### config.mk
export PLATFORM = sky130hd
export DESIGN_NAME = imm_gen_pfx
export DESIGN_NICKNAME = d
export VERILOG_FILES = /design/src/rtl/imm_gen_pfx.sv
export SDC_FILE = /design/constraint.sdc
export NUM_CORES = 1
export LEC_CHECK = 0
export BUFFER_PORTS_ARGS = -buffer_cell sky130_fd_sc_hd__clkbuf_2
export CAP_MARGIN = 10
export CORE_MARGIN = 1.5
export CORE_UTILIZATION = 45
export CTS_BUF_LIST = sky130_fd_sc_hd__clkbuf_16
export DETAILED_ROUTE_END_ITERATION = 12
export GPL_ROUTABILITY_DRIVEN = 1
export PLACE_DENSITY = 0.69
export SLEW_MARGIN = 10
export SYNTH_ARGS = -nofsm -noshare
export SYNTH_HDL_FRONTEND = slang
export SYNTH_SLANG_ARGS = --single-unit
### constraint.sdc
create_clock -name Clk -period 2.2 [get_ports Clk]
set_input_delay 0.44 -clock Clk [delete_from_list [all_inputs] [get_ports Clk]]
set_output_delay 0.44 -clock Clk [all_outputs]
set_load 0.01 [all_outputs]
### src/rtl/imm_gen_pfx.sv
// imm_gen_pfx: registered immediate generator with a one-shot prefix register.
// Four extension modes (sign short, sign long, zero long, upper). A prefix
// instruction supplies the upper DATA_W-IMM_L_W bits, and the next consuming
// latch merges them with its long field.
// Optional build macro: IMM_GEN_PFX_TIMEOUT_EN makes a pending prefix expire
// after PFX_TIMEOUT cycles in PEND, which raises Pfx_Err.
module imm_gen_pfx #(
  parameter int unsigned DATA_W      = 16,
  parameter int unsigned INSTR_W     = 16,
  parameter int unsigned IMM_S_W     = 4,
  parameter int unsigned IMM_L_W     = 8,
  parameter int unsigned PFX_TIMEOUT = 4
) (
  input  logic               Clk,
  input  logic               Rst_n,
  input  logic [INSTR_W-1:0] Instr,
  input  logic [1:0]         Imm_Sel,
  input  logic               Imm_Latch,
  input  logic               Pfx_Load,
  input  logic               Pfx_Flush,
  output logic [DATA_W-1:0]  Imm_Out,
  output logic               Pfx_Valid,
  output logic               Pfx_Err
);

  localparam int unsigned PFX_W = DATA_W - IMM_L_W;

  localparam logic [1:0] SEL_SSHORT = 2'b00;
  localparam logic [1:0] SEL_SLONG  = 2'b01;
  localparam logic [1:0] SEL_ZLONG  = 2'b10;
  localparam logic [1:0] SEL_UPPER  = 2'b11;

  typedef enum logic {
    IDLE = 1'b0,
    PEND = 1'b1
  } state_e;

  state_e             state_q;
  state_e             state_c;
  logic [PFX_W-1:0]   pfx_q;
  logic [DATA_W-1:0]  imm_c;
  logic               pend_c;
  logic               take_pfx_c;
  logic               misuse_c;
  logic               expire_c;

  assign pend_c     = (state_q == PEND);
  assign take_pfx_c = Pfx_Load && !Pfx_Flush;

  // A mode-11 latch over a pending prefix, or reloading a prefix nobody consumed
  assign misuse_c = (Imm_Latch && pend_c && (Imm_Sel == SEL_UPPER)) ||
                    (Pfx_Load && pend_c && !Imm_Latch);

`ifdef IMM_GEN_PFX_TIMEOUT_EN
  localparam int unsigned TMR_W = (PFX_TIMEOUT > 1) ? $clog2(PFX_TIMEOUT) : 1;

  logic [TMR_W-1:0] tmr_q;

  // Expiry only when nothing else resolves the prefix this cycle
  assign expire_c = pend_c && (tmr_q == TMR_W'(PFX_TIMEOUT - 1)) &&
                    !Imm_Latch && !Pfx_Flush && !Pfx_Load;

  // Prefix age: cleared on every (re)load, counts while pending
  always_ff @(posedge Clk or negedge Rst_n) begin
    if (!Rst_n) begin
      tmr_q <= '0;
    end else if (take_pfx_c) begin
      tmr_q <= '0;
    end else if (pend_c) begin
      tmr_q <= tmr_q + TMR_W'(1);
    end
  end
`else
  logic unused_timeout_c;

  assign expire_c         = 1'b0;
  assign unused_timeout_c = ^{32'(PFX_TIMEOUT)};
`endif

  logic unused_instr_c;
  assign unused_instr_c = ^{Instr[INSTR_W-1:IMM_L_W]};

  // Immediate selection; a pending prefix replaces the extension except in mode 11
  always_comb begin
    imm_c = '0;
    if (pend_c && (Imm_Sel != SEL_UPPER)) begin
      imm_c = {pfx_q, Instr[IMM_L_W-1:0]};
    end else begin
      case (Imm_Sel)
        SEL_SSHORT: imm_c = {{(DATA_W-IMM_S_W){Instr[IMM_S_W-1]}}, Instr[IMM_S_W-1:0]};
        SEL_SLONG:  imm_c = {{(DATA_W-IMM_L_W){Instr[IMM_L_W-1]}}, Instr[IMM_L_W-1:0]};
        SEL_ZLONG:  imm_c = {{(DATA_W-IMM_L_W){1'b0}}, Instr[IMM_L_W-1:0]};
        default:    imm_c = {Instr[IMM_L_W-1:0], {PFX_W{1'b0}}};
      endcase
    end
  end

  // Prefix FSM next state: flush wins, then load, then consume/expire
  always_comb begin
    state_c = state_q;
    case (state_q)
      IDLE: begin
        if (take_pfx_c) begin
          state_c = PEND;
        end
      end
      PEND: begin
        if (Pfx_Flush) begin
          state_c = IDLE;
        end else if (Pfx_Load) begin
          state_c = PEND;
        end else if (Imm_Latch || expire_c) begin
          state_c = IDLE;
        end
      end
      default: state_c = IDLE;
    endcase
  end

  // State, prefix payload and all registered outputs
  always_ff @(posedge Clk or negedge Rst_n) begin
    if (!Rst_n) begin
      state_q   <= IDLE;
      pfx_q     <= '0;
      Imm_Out   <= '0;
      Pfx_Valid <= 1'b0;
      Pfx_Err   <= 1'b0;
    end else begin
      state_q   <= state_c;
      Pfx_Valid <= (state_c == PEND);
      if (Imm_Latch) begin
        Imm_Out <= imm_c;
      end
      if (take_pfx_c) begin
        pfx_q <= Instr[PFX_W-1:0];
      end
      if (Pfx_Flush) begin
        Pfx_Err <= 1'b0;
      end else if (misuse_c || expire_c) begin
        Pfx_Err <= 1'b1;
      end
    end
  end

endmodule
; ---- Word level (Yosys, flattened, before mapping)
; Cells that the tools add are included.
[word_totals]
reg_bits = 26
in_bits = 23
output_inout_bits = 18
wordCells = 29
[op_classes]
eq_ne = 4
muxes = 9
n_bitwise = 1
reduce_logical = 11
[ops]
columns = op, count
row1 = $pmux 16 s3, 1
row2 = $mux 16, 1
row3 = $logic_and 1x1->1, 6
row4 = $mux 1, 6
row5 = $eq 2x2->1 const B, 2
row6 = $eq 2x1->1 const B, 1
row7 = $logic_not 1->1, 2
row8 = $logic_not 2->1, 1
row9 = $ne 2x2->1 const B, 1
row10 = $pmux 1 s2, 1
row11 = $reduce_bool 2->1, 1
row12 = $logic_or 1x1->1, 1
row13 = $not 1->1, 1

; ---- Logic depth before layout (Yosys ltp)
; Gate-level depths: netlist (run 1).
[logic_depth]
word_depth = 5
ltp_mapped = 4
depth_no_buf = 3

; ---- Worst setup path after synthesis (run 1)
; No wires, ideal clock.
[synth_timing]
path_kind = input port to flip-flop
from = input Imm_Sel[1]
to = register Imm_Out[4]
setup_ns = 0.126
arrival_ns = 1.068
required_ns = 2.074
slack_ns = 1.006
stages = 3
path_buffers = 0
cell_sequence = nor2_1 a21boi_4 a221o_1
[synth_via]
elab_chain_cells = 3
word_cells_on_any_way = 7
classes_between = eq/ne: 3 / mux: 2 / reduce/logical: 2
[synth_lines]
columns = item, line
row1 = "start, declared", 17  ; input logic [1:0] Imm_Sel,
row2 = $eq 2x2->1 (tied with other cells), 89  ; case (Imm_Sel)
row3 = $pmux 16 s3 / $logic_and 1x1->1 (equally long branches), "89, 86"
row4 = $mux 16 (*), 86  ; if (pend_c && (Imm_Sel != SEL_UPPER)) begin
row5 = "end signal, assigned", 132  ; Imm_Out <= imm_c;
row6 = "end, declared", 21  ; output logic [DATA_W-1:0] Imm_Out,
; Mark *: on every way between the ends. The rest lies on a longest branch, timed or not.
; A chain may end at the register's enable or synchronous reset.

==> results of run 1 <==
==> metrics by stage <==
step,hold WS (ns),cell area [µm²]
2_1_floorplan,0.144,1150
3_3_place_gp,0.473,1330
3_5_place_dp,0.475,1330
4_1_cts,0.213,1410
5_1_grt,0.245,1410
6_report,0.195,1410
==> cell families (layout without fill, tap and decap cells) <==
| logic type | count (synthesis) | in the layout | synth area share (%) |
|---|---|---|---|
| AND/OR/NAND/NOR | 32 | 32 | 13.2 |
| flip-flops | 26 | 26 | 56.5 |
| AO/OA/AOI/OAI | 25 | 25 | 19.9 |
| multiplexers | 8 | 8 | 7.83 |
| buffers and inverters | 7 | 39 | 2.61 |
==> routing by layer <==
metal,vias to the layer above,track usage (%)
met1,451,26.8
li1,432,-
met2,24,31.5
met4,0,9.83
met3,5,3.89
met5,-,0
==> state kept, by name, indices dropped and copies added (netlist names) <==
register,flops
Pfx_Err,1
pend_c,1
pfx_q,8
Imm_Out,16
==> report_power, final <==
| part | internal, mW | switching (mW) | total, mW |
|---|---|---|---|
| Sequential | 0.538 | 0.0364 | 0.575 |
| Clock | 0.243 | 0.157 | 0.400 |
| Combinational | 0.0899 | 0.102 | 0.192 |
==> cells in the mapped netlist <==
cell / count / area share [%]
o211ai_2: 1 / 1.1
a31oi_1: 1 / 0.54
a21oi_1: 3 / 1.3
and3_1: 2 / 1.1
o21ai_0: 1 / 0.43
nand2_1: 12 / 3.9
a2bb2oi_1: 4 / 3.0
o2bb2ai_1: 4 / 3.0
o21bai_1: 1 / 0.65
dfrtp_1: 26 / 57
a21boi_4: 2 / 3.3
buf_2: 3 / 1.3
and2_1: 2 / 1.1
nor2b_1: 2 / 1.1
o2111ai_1: 3 / 2.3
a221o_1: 4 / 3.5
nand2b_1: 1 / 0.54
inv_1: 3 / 0.98
nor2_1: 2 / 0.65
mux2_2: 8 / 7.8
nand3_1: 11 / 4.8
clkbuf_1: 1 / 0.33
o32ai_1: 1 / 0.76
==> area by class of cell <==
class	instances	area [µm²]
fillers	215	1050
clock inverters	1	3.75
multi-input cells	65	470
well taps	30	37.5
clock buffers	3	75.1
inverters	3	11.3
repair buffers	32	160
flip-flops and latches	26	651
==> worst min path at each step <==
stage                                      start                     end  slack [ns]
after floorplan                            Rst_n  Imm_Out[0]$_DFFE_PN0P_        0.14
after global placement    Imm_Out[3]$_DFFE_PN0P_  Imm_Out[3]$_DFFE_PN0P_        0.47
after detailed placement  Imm_Out[2]$_DFFE_PN0P_  Imm_Out[2]$_DFFE_PN0P_        0.47
after CTS                                  Rst_n    pfx_q[7]$_DFFE_PN0P_        0.21
after global routing                       Rst_n        pend_c$_DFF_PN0_        0.25
final                                      Rst_n        pend_c$_DFF_PN0_        0.20
==> impl_metrics.json, run 1 <==
{
  "vias": 912,
  "irDropWorstVdd_uv": 443,
  "hold_violations": 0,
  "cts_buffers": 3,
  "critPathCaptureType": "output port",
  "required_ns": 1.76,
  "total_power_mw": 1.17,
  "ctsHoldBuffers": 0,
  "ys_seq_area_share_pct": 56.5,
  "highest_layer": "met4",
  "layout_common_cells": "32 x clkbuf_2, 26 x dfrtp_1, 12 x nand2_1",
  "finalSetupTns_ns": 0,
  "setup.worst_path.start_class": "flop",
  "clk_latency_ns": 0.26,
  "drv_cap": 0,
  "path_delay_family": "flip-flops",
  "avgSynthCellArea_um2": 11.7,
  "layout_setup_ws_ns": 0.648,
  "post-route-period-util_pct": 70.5,
  "antenna_found_initial": 0,
  "fp.dieW_um": 53.6,
  "leakage_nw": 0.684,
  "reg2regPathDepth": 3,
  "place.gp.congestion": 0.751,
  "num_rows": 18,
  "tritoncts": "built",
  "die_area_um2": 2870,
  "worstSetupStartpoint": "pend_c$_DFF_PN0_",
  "wl_per_cell_um": 16.1,
  "maxSlewViolCount": 0,
  "port_buffers": 32,
  "grt_max_degree": 27,
  "post-route-util_pct": 57.4,
  "cts_htree_levels": 1,
  "hold_class": "in2async",
  "slew_headroom_pct": 56.9,
  "crit_end": "Pfx_Valid",
  "vias_per_cell": 5.70,
  "fmax_mhz": 644,
  "die_h_um": 53.6,
  "instances_no_fill": 160,
  "core_um2": 2450,
  "cp_cell_sequence": "clkbuf_2",
  "dp_hpwl_mm": 1.77,
  "min_period_ns": 1.55,
  "initial_core_util_pct": 46.9,
  "drt-pass1-iter-count": 4,
  "post-place-ws_ns": 0.602,
  "path_class": "reg2out",
  "drc": 0,
  "layout_commonest_cell": "clkbuf_2",
  "wl_met3_um": 119,
  "syn-instance-count": 98,
  "worstSetupPathDepth": 1,
  "drt-total-wl_mm": 2.57,
  "worst_pin_slew_ns": 0.646,
  "grt_pass1_wl_mm": 4.02,
  "drive_above_1_share_pct": 35.4,
  "cp_max_fo": 14,
  "dp_cells": 156,
  "arrival_ns": 1.11,
  "setup_viol": 0,
  "routed-wl-met2_mm": 1.24,
  "ant_nets": 0,
  "ff2ff_setup_slack_ns": 0.74,
  "syn_nets": 121,
  "drt_iter0_drc": 14,
  "yosysUniqueCellTypes": 23,
  "cts_root_buffer": "clkbuf_16",
  "cp_slowest_stage_delay_ns": 0.64,
  "cpMaxStageDelayCell": "dfrtp_1",
  "diodes": 0,
  "ys_warn_count": 0,
  "r2r-end": "Imm_Out[5]$_DFFE_PN0P_",
  "cts_setup_buffers": 0,
  "clk_pin_slew_worst_paths_ns": 0.06,
  "wl_met1_mm": 1.18,
  "timing.rr.start": "pend_c$_DFF_PN0_",
  "critPathBufInv": 1,
  "io-pin-count": 41,
  "cts_buffer_depth": 2,
  "first_global_vias": 867,
  "yosys_register_bits": 26,
  "rsz0062_at_grt": "false",
  "grt.overflow.total": 0,
  "power.density_nw_per_um2": 828,
  "post_cts_resized": 0,
  "nNetsFinal": 154,
  "outcome": "completed",
  "clock-skew-final_ns": 0.00217,
  "numClockSinks": 26,
  "area_delta_synth_final_pct": 22.4,
  "grt_usage_pct": 20.1,
  "syn_area_um2": 1150
}
(Power assumes the default switching activity.)
==> run 2: changes to the inputs <==
==> constraint.sdc (replaced) <==
create_clock -name Clk -period 1.45 [get_ports Clk]
set_input_delay 0.29 -clock Clk [delete_from_list [all_inputs] [get_ports Clk]]
set_output_delay 0.29 -clock Clk [all_outputs]
set_load 0.01 [all_outputs]
==> impl_metrics.json, run 2 (synthesis gave the netlist of run 1 again) <==
{
  "fillerInstances": 203,
  "clock-skew-final_ns": 0.00892,
  "ctsHoldBuffers": 0,
  "leakage_nw": 0.716,
  "place.gp.congestion": 0.740,
  "dpl_cell_area_um2": 1360,
  "cpMaxStageDelayCell": "dfrtp_1",
  "tritoncts": "built",
  "post_cts_resized": 0,
  "top_regs": "Imm_Out (16), pfx_q (8)",
  "die_h_um": 53.6,
  "drv_cap": 0,
  "outcome": "completed",
  "antenna_found_initial": 0,
  "largest_reg_flops": 16,
  "cts_buffers": 3,
  "area_delta_synth_final_pct": 27.3,
  "critPathCaptureType": "output port",
  "io-pin-count": 41,
  "fp.dieW_um": 53.6,
  "drc": 0,
  "initial_core_util_pct": 46.9,
  "grt_pass1_wl_mm": 4.57,
  "irDropWorstVdd_uv": 902,
  "num_rows": 18,
  "cts_root_buffer": "clkbuf_16",
  "vias": 943,
  "clk_latency_ns": 0.26,
  "cts_setup_buffers": 0,
  "clk_pin_slew_worst_paths_ns": 0.07,
  "drt_iter0_drc": 34,
  "final_area_um2": 1470,
  "grt_usage_pct": 22.8,
  "rsz0062_at_grt": "false",
  "numClockSinks": 26,
  "core_um2": 2450,
  "ant_nets": 0,
  "cts_buffer_depth": 2,
  "grt_max_degree": 27,
  "cp_slowest_stage_delay_ns": 0.38,
  "top_register": "Imm_Out",
  "maxSlewViolCount": 0,
  "slew_headroom_pct": 57.5,
  "post-route-period-util_pct": 86.2,
  "ff2ff_setup_slack_ns": 0.26,
  "die_area_um2": 2870,
  "finalSetupTns_ns": 0,
  "diodes": 0,
  "wl_per_cell_um": 16.4,
  "setup.worst_path.start_class": "flop",
  "drt-total-wl_mm": 2.68,
  "cts_htree_levels": 1,
  "drive_above_1_share_pct": 38.1,
  "dp_hpwl_mm": 1.92,
  "cp_max_fo": 13,
  "grt.overflow.total": 0,
  "timing.rr.start": "pend_c$_DFF_PN0_",
  "drt-pass1-iter-count": 4,
  "required_ns": 1.16,
  "fmax_mhz": 800,
  "nNetsFinal": 158,
  "post-route-util_pct": 59.7,
  "reg2regPathDepth": 3,
  "cp_cell_sequence": "buf_4 > clkbuf_2",
  "worst_pin_slew_ns": 0.637,
  "min_period_ns": 1.25,
  "hold_class": "in2async",
  "layout_commonest_cell": "clkbuf_2",
  "r2r-end": "Imm_Out[5]$_DFFE_PN0P_",
  "first_global_vias": 920,
  "arrival_ns": 0.96,
  "power.density_nw_per_um2": 1350,
  "setup_viol": 0,
  "hold_violations": 0,
  "port_buffers": 32,
  "path_class": "reg2out",
  "vias_per_cell": 5.75,
  "layout_common_cells": "32 x clkbuf_2, 26 x dfrtp_1, 12 x nand2_1"
}
## run 2: how the worst max path moves through the flow
stage / startpoint / to / slack [ns]
3_5_place_dp: Imm_Sel[0] / Imm_Out[10]$_DFFE_PN0P_ / 0.16
5_1_grt: pend_c$_DFF_PN0_ / Pfx_Valid / 0.16
2_1_floorplan: pend_c$_DFF_PN0_ / Imm_Out[4]$_DFFE_PN0P_ / 0.26
3_3_place_gp: Imm_Sel[0] / Imm_Out[9]$_DFFE_PN0P_ / 0.17
4_1_cts: pend_c$_DFF_PN0_ / Pfx_Valid / 0.19
6_report: pend_c$_DFF_PN0_ / Pfx_Valid / 0.20
## run 2: worst max-delay path: cells and delay by family, from the launching register on
kind	cells	cell delay (ns)
flip-flops	1	0.38
buffers and inverters	2	0.33
## run 2: routing by layer
metal  vias to the layer above  share of wire (%)  track usage (%)
met5                         -                  0                0
met4                         0                1.2             8.97
met3                         4                3.9             2.78
met2                        25                 49             36.4
met1                       479                 46             31.8
li1                        435                  -                -
## run 2: area by class of cell
cell class,count,area (µm²),share of cell area [%]
Tap cell,30,37.5,2.56
Multi-Input combinational cell,65,470,32.1
Clock buffer,3,75.1,5.12
Timing Repair Buffer,36,190,13.0
Sequential cell,26,651,44.4
Clock inverter,1,30.0,2.05
Inverter,3,11.3,0.769
## run 2: metrics by stage
step / cells / worst slack [ns] / power [mW] / hold WS (ns)
2_1_floorplan: 98 / 0.262 / 1.04 / -0.00559
5_1_grt: 164 / 0.160 / 2.07 / 0.104
3_3_place_gp: 160 / 0.171 / 1.18 / 0.334
6_report: 164 / 0.200 / 1.98 / 0.0367
4_1_cts: 164 / 0.194 / 2.00 / 0.0637
3_5_place_dp: 160 / 0.160 / 1.20 / 0.341
## run 2: report_power, final
| group | switching, mW | leakage (nW) | internal (mW) |
|---|---|---|---|
| Combinational | 0.167 | 0.344 | 0.145 |
| Sequential | 0.0519 | 0.321 | 0.816 |
| Clock | 0.251 | 0.0511 | 0.549 |
==> run 3: changes to the inputs <==
--- a/config.mk
+++ b/config.mk
@@ -7,12 +7,11 @@
 export LEC_CHECK = 0
 export BUFFER_PORTS_ARGS = -buffer_cell sky130_fd_sc_hd__clkbuf_2
 export CAP_MARGIN = 10
-export CORE_MARGIN = 1.5
 export CORE_UTILIZATION = 45
 export CTS_BUF_LIST = sky130_fd_sc_hd__clkbuf_16
 export DETAILED_ROUTE_END_ITERATION = 12
 export GPL_ROUTABILITY_DRIVEN = 1
-export PLACE_DENSITY = 0.69
+export PLACE_DENSITY = 0.73
 export SLEW_MARGIN = 10
 export SYNTH_ARGS = -nofsm -noshare
 export SYNTH_HDL_FRONTEND = slang
==> impl_metrics.json, run 3 (synthesis gave the netlist of run 1 again) <==
{
  "wl_per_cell_um": 15.7,
  "layout_setup_ws_ns": 0.207,
  "setup.worst_path.start_class": "flop",
  "leakage_nw": 0.702,
  "cts_buffer_depth": 2,
  "wl_met3_um": 100,
  "drive_above_1_share_pct": 37.6,
  "wl_met1_mm": 1.19,
  "top_register": "Imm_Out",
  "place.gp.congestion": 0.827,
  "port_buffers": 32,
  "worst_pin_slew_ns": 0.639,
  "clk_latency_ns": 0.26,
  "vias_per_cell": 5.64,
  "cp_max_fo": 13,
  "outcome": "completed",
  "required_ns": 1.16,
  "initial_core_util_pct": 49.6,
  "drt-total-wl_mm": 2.53,
  "post_cts_resized": 0,
  "tritoncts": "built",
  "cts_root_buffer": "clkbuf_16",
  "setup_viol": 0,
  "ant_nets": 0,
  "diodes": 0,
  "hold_class": "in2async",
  "maxSlewViolCount": 0,
  "num_rows": 17,
  "ctsHoldBuffers": 0,
  "fmax_mhz": 804,
  "first_global_vias": 921,
  "grt.overflow.total": 0,
  "post-route-period-util_pct": 85.8,
  "grt_pass1_wl_mm": 4.28,
  "drt-pass1-iter-count": 4,
  "core_um2": 2320,
  "drv_cap": 0,
  "cts_setup_buffers": 0,
  "clk_pin_slew_worst_paths_ns": 0.06,
  "path_class": "reg2out",
  "worstSetupStartpoint": "pend_c$_DFF_PN0_",
  "io-pin-count": 41,
  "drt_iter0_drc": 10,
  "area_delta_synth_final_pct": 24.5,
  "top_regs": "Imm_Out (16), pfx_q (8)",
  "fp.dieW_um": 52.6,
  "instances_no_fill": 161,
  "finalSetupTns_ns": 0,
  "largest_reg_flops": 16,
  "layout_commonest_cell": "clkbuf_2",
  "dp_cells": 158,
  "rsz0062_at_grt": "false",
  "timing.rr.start": "pend_c$_DFF_PN0_",
  "dpl_cell_area_um2": 1360,
  "hold_violations": 0,
  "highest_layer": "met3",
  "antenna_found_initial": 0,
  "grt_usage_pct": 21.5,
  "slew_headroom_pct": 57.4,
  "nNetsFinal": 158,
  "layout_common_cells": "32 x clkbuf_2, 26 x dfrtp_1, 12 x nand2_1",
  "arrival_ns": 0.95,
  "irDropWorstVdd_uv": 793,
  "dp_hpwl_mm": 1.75,
  "total_power_mw": 1.78,
  "power.density_nw_per_um2": 1240,
  "min_period_ns": 1.24,
  "final_area_um2": 1430,
  "die_h_um": 52.6,
  "drc": 0,
  "post-place-ws_ns": 0.132,
  "critPathCaptureType": "output port",
  "die_area_um2": 2760,
  "cts_buffers": 3,
  "cts_htree_levels": 1,
  "numClockSinks": 26,
  "clock-skew-final_ns": 0.00137,
  "grt_max_degree": 27,
  "vias": 908,
  "routed-wl-met2_mm": 1.24
}
## run 3: changes by cell type in the layout (fill, tap and decap cells not counted)
cell and delta:
bufinv_16 -1
## run 3: path summary, 6_finish.rpt
| check | end | slack (ns) | depth (start not counted) |
|---|---|---|---|
| max reg2reg | Imm_Out[5]$_DFFE_PN0P_ | 0.26 | 3 |
| min reg2reg | Imm_Out[0]$_DFFE_PN0P_ | 0.49 | 1 |
| max in group asynchronous | Imm_Out[10]$_DFFE_PN0P_ | 0.99 | 1 |
| min | Pfx_Err$_DFFE_PN0P_ | 0.04 | 1 |
| min in group Clk | Pfx_Err$_DFFE_PN0P_ | 0.21 | 2 |
| max | Pfx_Valid | 0.21 | 2 |
## run 3: final cells by class
cell class,instances,area (µm²)
Multi-Input combinational cell,65,470
Fill cell,201,886
Clock buffer,3,75.1
Timing Repair Buffer,36,190
Inverter,3,11.3
Sequential cell,26,651
Tap cell,28,35.0
## run 3: routing by layer
layer	GRT usage [%]	vias to the layer above
met1	27.7	453
met5	0	-
met2	36.1	23
met4	8.33	0
met3	2.90	0
li1	-	432
## run 3: metrics by stage
step	hold slack (ns)	util, %
2_1_floorplan	-0.00559	-
3_3_place_gp	0.333	58.6
3_5_place_dp	0.346	58.6
4_1_cts	0.0703	61.8
5_1_grt	0.109	61.8
6_report	0.0446	61.8
## run 3: worst max-delay path: stages (launching register included)
cell	delay, ns
dfrtp_1	0.38
buf_4	0.19
clkbuf_2	0.14
## run 3: where the power goes
group          switching, mW  internal, mW
logic                  0.162         0.144
registers             0.0473         0.816
clock network          0.241         0.365
total                  0.450          1.33
